File: src/rtl/dec5_32_bitmap.sv
// 5-to-32 decoder that maintains a 32-bit bitmap with set/clear/toggle/clear-all
// commands. It also emits a registered one-hot of each accepted index over a valid/ready handshake.
module dec5_32_bitmap #(
  parameter bit STICKY_ERR = 1'b1
) (
  input  logic        clk,
  input  logic        rst_n,
  input  logic [4:0]  in_idx,
  input  logic [1:0]  in_op,
  input  logic        in_v,
  output logic        in_rdy,
  output logic [31:0] out_onehot,
  output logic        out_v,
  input  logic        out_rdy,
  output logic [31:0] map,
  output logic [5:0]  cnt,
  output logic        empty,
  output logic        full,
  output logic        err
);

  typedef enum logic [1:0] {
    OP_SET   = 2'b00,
    OP_CLEAR = 2'b01,
    OP_TOG   = 2'b10,
    OP_CLALL = 2'b11
  } op_t;

  logic        accept;
  logic [31:0] mask;
  logic [31:0] map_next;
  logic        redundant;
  logic [5:0]  cnt_next;

  assign in_rdy = !(out_v && !out_rdy);
  assign accept = in_v && in_rdy;
  assign mask   = 32'd1 << in_idx;

  // Next map and redundancy are judged against the map before this edge, so
  // redundant commands naturally leave the map untouched.
  always_comb begin
    map_next  = map;
    redundant = 1'b0;
    case (op_t'(in_op))
      OP_SET: begin
        redundant = (map & mask) != 32'd0;
        map_next  = map | mask;
      end
      OP_CLEAR: begin
        redundant = (map & mask) == 32'd0;
        map_next  = map & ~mask;
      end
      OP_TOG: begin
        map_next  = map ^ mask;
      end
      default: begin
        redundant = (map == 32'd0);
        map_next  = 32'd0;
      end
    endcase
  end

  always_comb begin
    cnt_next = 6'd0;
    for (int i = 0; i < 32; i++) begin
      cnt_next = cnt_next + {5'd0, map_next[i]};
    end
  end

  always_ff @(posedge clk or negedge rst_n) begin
    if (!rst_n) begin
      map        <= 32'd0;
      cnt        <= 6'd0;
      empty      <= 1'b1;
      full       <= 1'b0;
      out_onehot <= 32'd0;
      out_v      <= 1'b0;
      err        <= 1'b0;
    end else begin
      if (accept) begin
        map        <= map_next;
        cnt        <= cnt_next;
        empty      <= (cnt_next == 6'd0);
        full       <= (cnt_next == 6'd32);
        out_onehot <= (op_t'(in_op) == OP_CLALL) ? 32'd0 : mask;
        out_v      <= 1'b1;
      end else if (out_v && out_rdy) begin
        out_v      <= 1'b0;
      end
      if (STICKY_ERR) begin
        err <= err | (accept && redundant);
      end else begin
        err <= accept && redundant;
      end
    end
  end

endmodule

File: config.mk
export PLATFORM = sky130hd
export DESIGN_NAME = dec5_32_bitmap
export DESIGN_NICKNAME = d
export VERILOG_FILES = /design/src/rtl/dec5_32_bitmap.sv
export SDC_FILE = /design/constraint.sdc
export NUM_CORES = 1
export LEC_CHECK = 0
export CAP_MARGIN = 15
export CORE_MARGIN = 3
export CORE_UTILIZATION = 30
export DETAILED_ROUTE_END_ITERATION = 8
export PLACE_DENSITY_LB_ADDON = 0.2
export REMOVE_ABC_BUFFERS = 1
export SLEW_MARGIN = 20
export SYNTH_ARGS = -nofsm -noshare
export SYNTH_HDL_FRONTEND = slang
export SYNTH_SLANG_ARGS = --single-unit
File: constraint.sdc
create_clock -name clk -period 7.2 [get_ports clk]
set_input_delay 0.72 -clock clk [delete_from_list [all_inputs] [get_ports clk]]
set_output_delay 0.72 -clock clk [all_outputs]
set_load 0.1 [all_outputs]
==> impl_metrics.env <==
export IMPL_area_sequential_um2=1850
export IMPL_yosys_most_used_dff="dfrtp_1"
export IMPL_critPathMaxFanout=6
export IMPL_wire_length_of_the_first_global_routing_pass_um=28500
export IMPL_post_synth_cell_area_avg_um2=9.01
export IMPL_dr_first_iter_drc_count=262
export IMPL_wire_per_inst_um=17.6
export IMPL_max_slew_worst_pin_slew_ns=1.13
export IMPL_p_per_area_nw_per_um2=253
export IMPL_utilization_pct=40.0
export IMPL_row_count=50
export IMPL_start_kind="input port"
export IMPL_maxSlewHeadroom_pct=24.5
export IMPL_mappedNetlistArea_um2=5840
export IMPL_final_antenna_net_count=0
export IMPL_placed_cell_count=996
export IMPL_synth_distinct_cells=36
export IMPL_clk_path_buf_depth=2
export IMPL_hold_viol_final=0
export IMPL_number_of_register_bits_inferred_by_synthesis=74
export IMPL_detailed_place_area_um2=7170
export IMPL_yosys_mux_area_fraction_pct=2.42
export IMPL_design_final_nets=885
export IMPL_vias=4830
export IMPL_cts_made_buffers=9
export IMPL_multi_input_area_um2=3540
export IMPL_antennaDiodeCount=0
export IMPL_vdd_drop_max_mv=0.142
export IMPL_drt_pre_antenna_iters=4
export IMPL_dominant_combinational_cell_family_by_area_after_synthesis="adder cells"
export IMPL_rr_worst_depth=20
export IMPL_timing_worst_setup_path_type="in -> reg"
export IMPL_die_area_um2=21200
export IMPL_report_power_total_w=0.00191
export IMPL_remaining_drc_errors=0
export IMPL_worstReg2RegStart="map[0]$_DFFE_PN0P_"
export IMPL_grt_max_degree=75
export IMPL_post_layout_nonfiller_instances=1012
export IMPL_syn_instance_count=648
export IMPL_routed_wl_um=17800
export IMPL_grt_pass1_vias=5069
export IMPL_synth_enable_flop_cells=0
export IMPL_cts_num_sinks=74
export IMPL_r2r_slack_ns=1.18
export IMPL_port_buffers=85
export IMPL_initial_core_util_pct=30.9
export IMPL_ys_seq_area_share_pct=31.7
export IMPL_area_delta_synth_final_pct=29.3
export IMPL_synthSimpleGateAreaFrac_pct=13.6
export IMPL_hp_class="in -> async"
export IMPL_power_static_leakage_nw=3.80
export IMPL_synth_compound_area_share_pct=13.4
export IMPL_via_per_inst=4.77
export IMPL_setup_viol_count_final=0
export IMPL_final_fill_count=1959
export IMPL_synth_xor_xnor_area_share_pct=0.450
export IMPL_worst_skew_pair_late_latency_ns=0.34
export IMPL_maxCapViolations=0
export IMPL_grt_antenna_before_repair=0
export IMPL_reg2reg_to="empty$_DFFE_PN1P_"
export IMPL_path_clk_slew_ns=0.06
export IMPL_fin_hold_ws_ns=0.421
export IMPL_timing_final_max_slew_violations=0
export IMPL_synth_adder_area_share_pct=30.3
export IMPL_synth_async_sr_flop_share_pct=100
export IMPL_worstPathRequired_ns=7.44
export IMPL_pin_count=86
export IMPL_gr_usage_all_layers_pct=16.9
export IMPL_fin_area_um2=7550
export IMPL_result_of_the_run="complete, no violations"
export IMPL_cts_tree="done"
export IMPL_timing_fmax_ghz=0.146
export IMPL_synth_warning_count=0
export IMPL_proportion_of_layout_cells_with_a_drive_suffix_above_1_pct=9.57
export IMPL_detailed_place_hpwl_um=13100
export IMPL_die_outline_width_um=146
export IMPL_final_min_period_over_clock_period_pct=94.9
export IMPL_post_route_min_period_ns=6.83
export IMPL_place_congestion=0.828
export IMPL_grt_overflow_total=0
export IMPL_h_tree_depth=3
export IMPL_die_height_um=146
export IMPL_cts_root_buf="clkbuf_16"
export IMPL_skew_ns=0.00708
export IMPL_core_area_um2=18900
export IMPL_rsz0062_at_grt="no"
export IMPL_data_arrival_time_at_the_worst_slack_endpoint_ns=7.07
export IMPL_crit_path_end_kind="register"
==> state kept, by name (all words and copies together) (netlist names) <==
signal and cells:
full 1, empty 1, err 1, out_onehot 32
out_v 1, map 32, cnt 6
==> cell usage after synthesis (11+ instances only) <==
cell / instances / share of area (%)
inv_1: 91 / 5.8
a2bb2oi_1: 13 / 1.9
dfrtp_1: 73 / 31
buf_2: 13 / 1.1
nand2_1: 104 / 6.7
a21oi_1: 31 / 2.7
fa_1: 24 / 8.2
nor4_1: 13 / 1.4
a22o_1: 11 / 1.6
clkbuf_1: 15 / 0.96
ha_1: 103 / 22
o21ai_0: 68 / 5.8
nor2_1: 30 / 1.9
==> through the flow <==
stage                     setup WS, ns  setup TNS (ns)
after floorplan                  0.605               0
after detailed placement        -0.120          -0.217
after CTS                        0.221               0
final                            0.369               0
after global placement         -0.0444         -0.0800
after global routing           0.00535               0
==> cell type report <==
type	instances	area share, %
Sequential cell	74	24.5
Clock inverter	5	1.33
Tap cell	260	4.31
Inverter	91	4.52
Timing Repair Buffer	119	15.1
Clock buffer	11	3.35
Multi-Input combinational cell	452	46.8
==> how the worst max path moves through the flow <==
| stage | end | depth (start not counted) | from | slack [ns] |
|---|---|---|---|---|
| finish | empty$_DFFE_PN1P_ | 23 | in_idx[2] | 0.37 |
| global route | empty$_DFFE_PN1P_ | 21 | in_idx[3] | 0.005 |
| CTS | empty$_DFFE_PN1P_ | 21 | in_idx[3] | 0.22 |
| detailed placement | empty$_DFFE_PN1P_ | 21 | in_idx[3] | -0.12 |
| global placement | empty$_DFFE_PN1P_ | 21 | in_idx[3] | -0.04 |
| floorplan | empty$_DFFE_PN1P_ | 17 | in_op[0] | 0.60 |
==> cell families after synthesis <==
kind of cell / Yosys count
and+or+nand+nor: 177
AOI/OAI and AO/OA: 132
xor gates and xnor gates: 3
adders and majority gates: 127
buffers and inverters: 122
muxes: 13
DFF: 74
==> layer usage <==
layer	vias up	wire (µm)	track usage [%]
met5	-	0	0
met4	0	218	4.32
met3	16	713	3.36
met2	98	8440	27.6
met1	2391	8390	23.2
li1	2325	-	-
==> cells in the final DEF (no fill, tap or decap), drive strengths merged <==
cell / synthesis / routed
nor3: 4 / 4
clkdlybuf4s50: 0 / 82
o21a: 1 / 1
inv: 91 / 91
nor4: 17 / 17
nand3: 3 / 3
nand2b: 2 / 2
and2: 2 / 2
xnor2: 2 / 2
and3: 1 / 1
clkbuf: 15 / 11
a311o: 1 / 1
fa: 24 / 24
bufinv: 0 / 3
a2bb2oi: 13 / 13
clkinv: 0 / 2
o21ai: 68 / 68
dfstp: 1 / 1
nand2: 104 / 104
nor2b: 5 / 5
and3b: 2 / 2
mux2: 9 / 9
nor3b: 2 / 2
nor2: 30 / 30
dlymetal6s2s: 0 / 1
a221oi: 2 / 2
or3: 1 / 1
a21boi: 1 / 1
nand4: 4 / 4
ha: 103 / 103
a22o: 11 / 11
a21o: 2 / 2
dfrtp: 73 / 73
o41ai: 2 / 2
xor2: 1 / 1
a21oi: 31 / 31
mux2i: 4 / 4
buf: 16 / 36
==> critical path: stages <==
cell and delay (ns):
clkdlybuf4s50_1 0.49, nor2_1 0.25, buf_4 0.19, nand2_1 0.08, ha_1 0.29, mux2i_1 0.13
o21ai_0 0.16, fa_1 0.58, inv_1 0.06, fa_1 0.52, fa_1 0.55, inv_1 0.05
fa_1 0.47, fa_1 0.52, inv_1 0.05, fa_1 0.48, inv_1 0.05, ha_1 0.20
fa_1 0.39, a21o_1 0.19, a21oi_1 0.16, xnor2_1 0.11, o41ai_1 0.37
==> where the power goes <==
| group | internal (W) | total [W] | leakage (nW) | switching (W) |
|---|---|---|---|---|
| Sequential | 0.000453 | 0.000501 | 1.01 | 0.0000480 |
| Clock | 0.000357 | 0.000545 | 0.176 | 0.000188 |
| Combinational | 0.000283 | 0.000869 | 2.62 | 0.000586 |
| Total | 0.00109 | 0.00191 | 3.80 | 0.000822 |
==> timing repair <==
item | 4_1_cts | 5_1_grt
gates resized for setup | 0 | 9
buffers inserted | 0 | 0
endpoints found under the setup margin | 0 | 3
hold buffers | 0 | 0
Note: power is estimated with default switching activity, not from simulation.
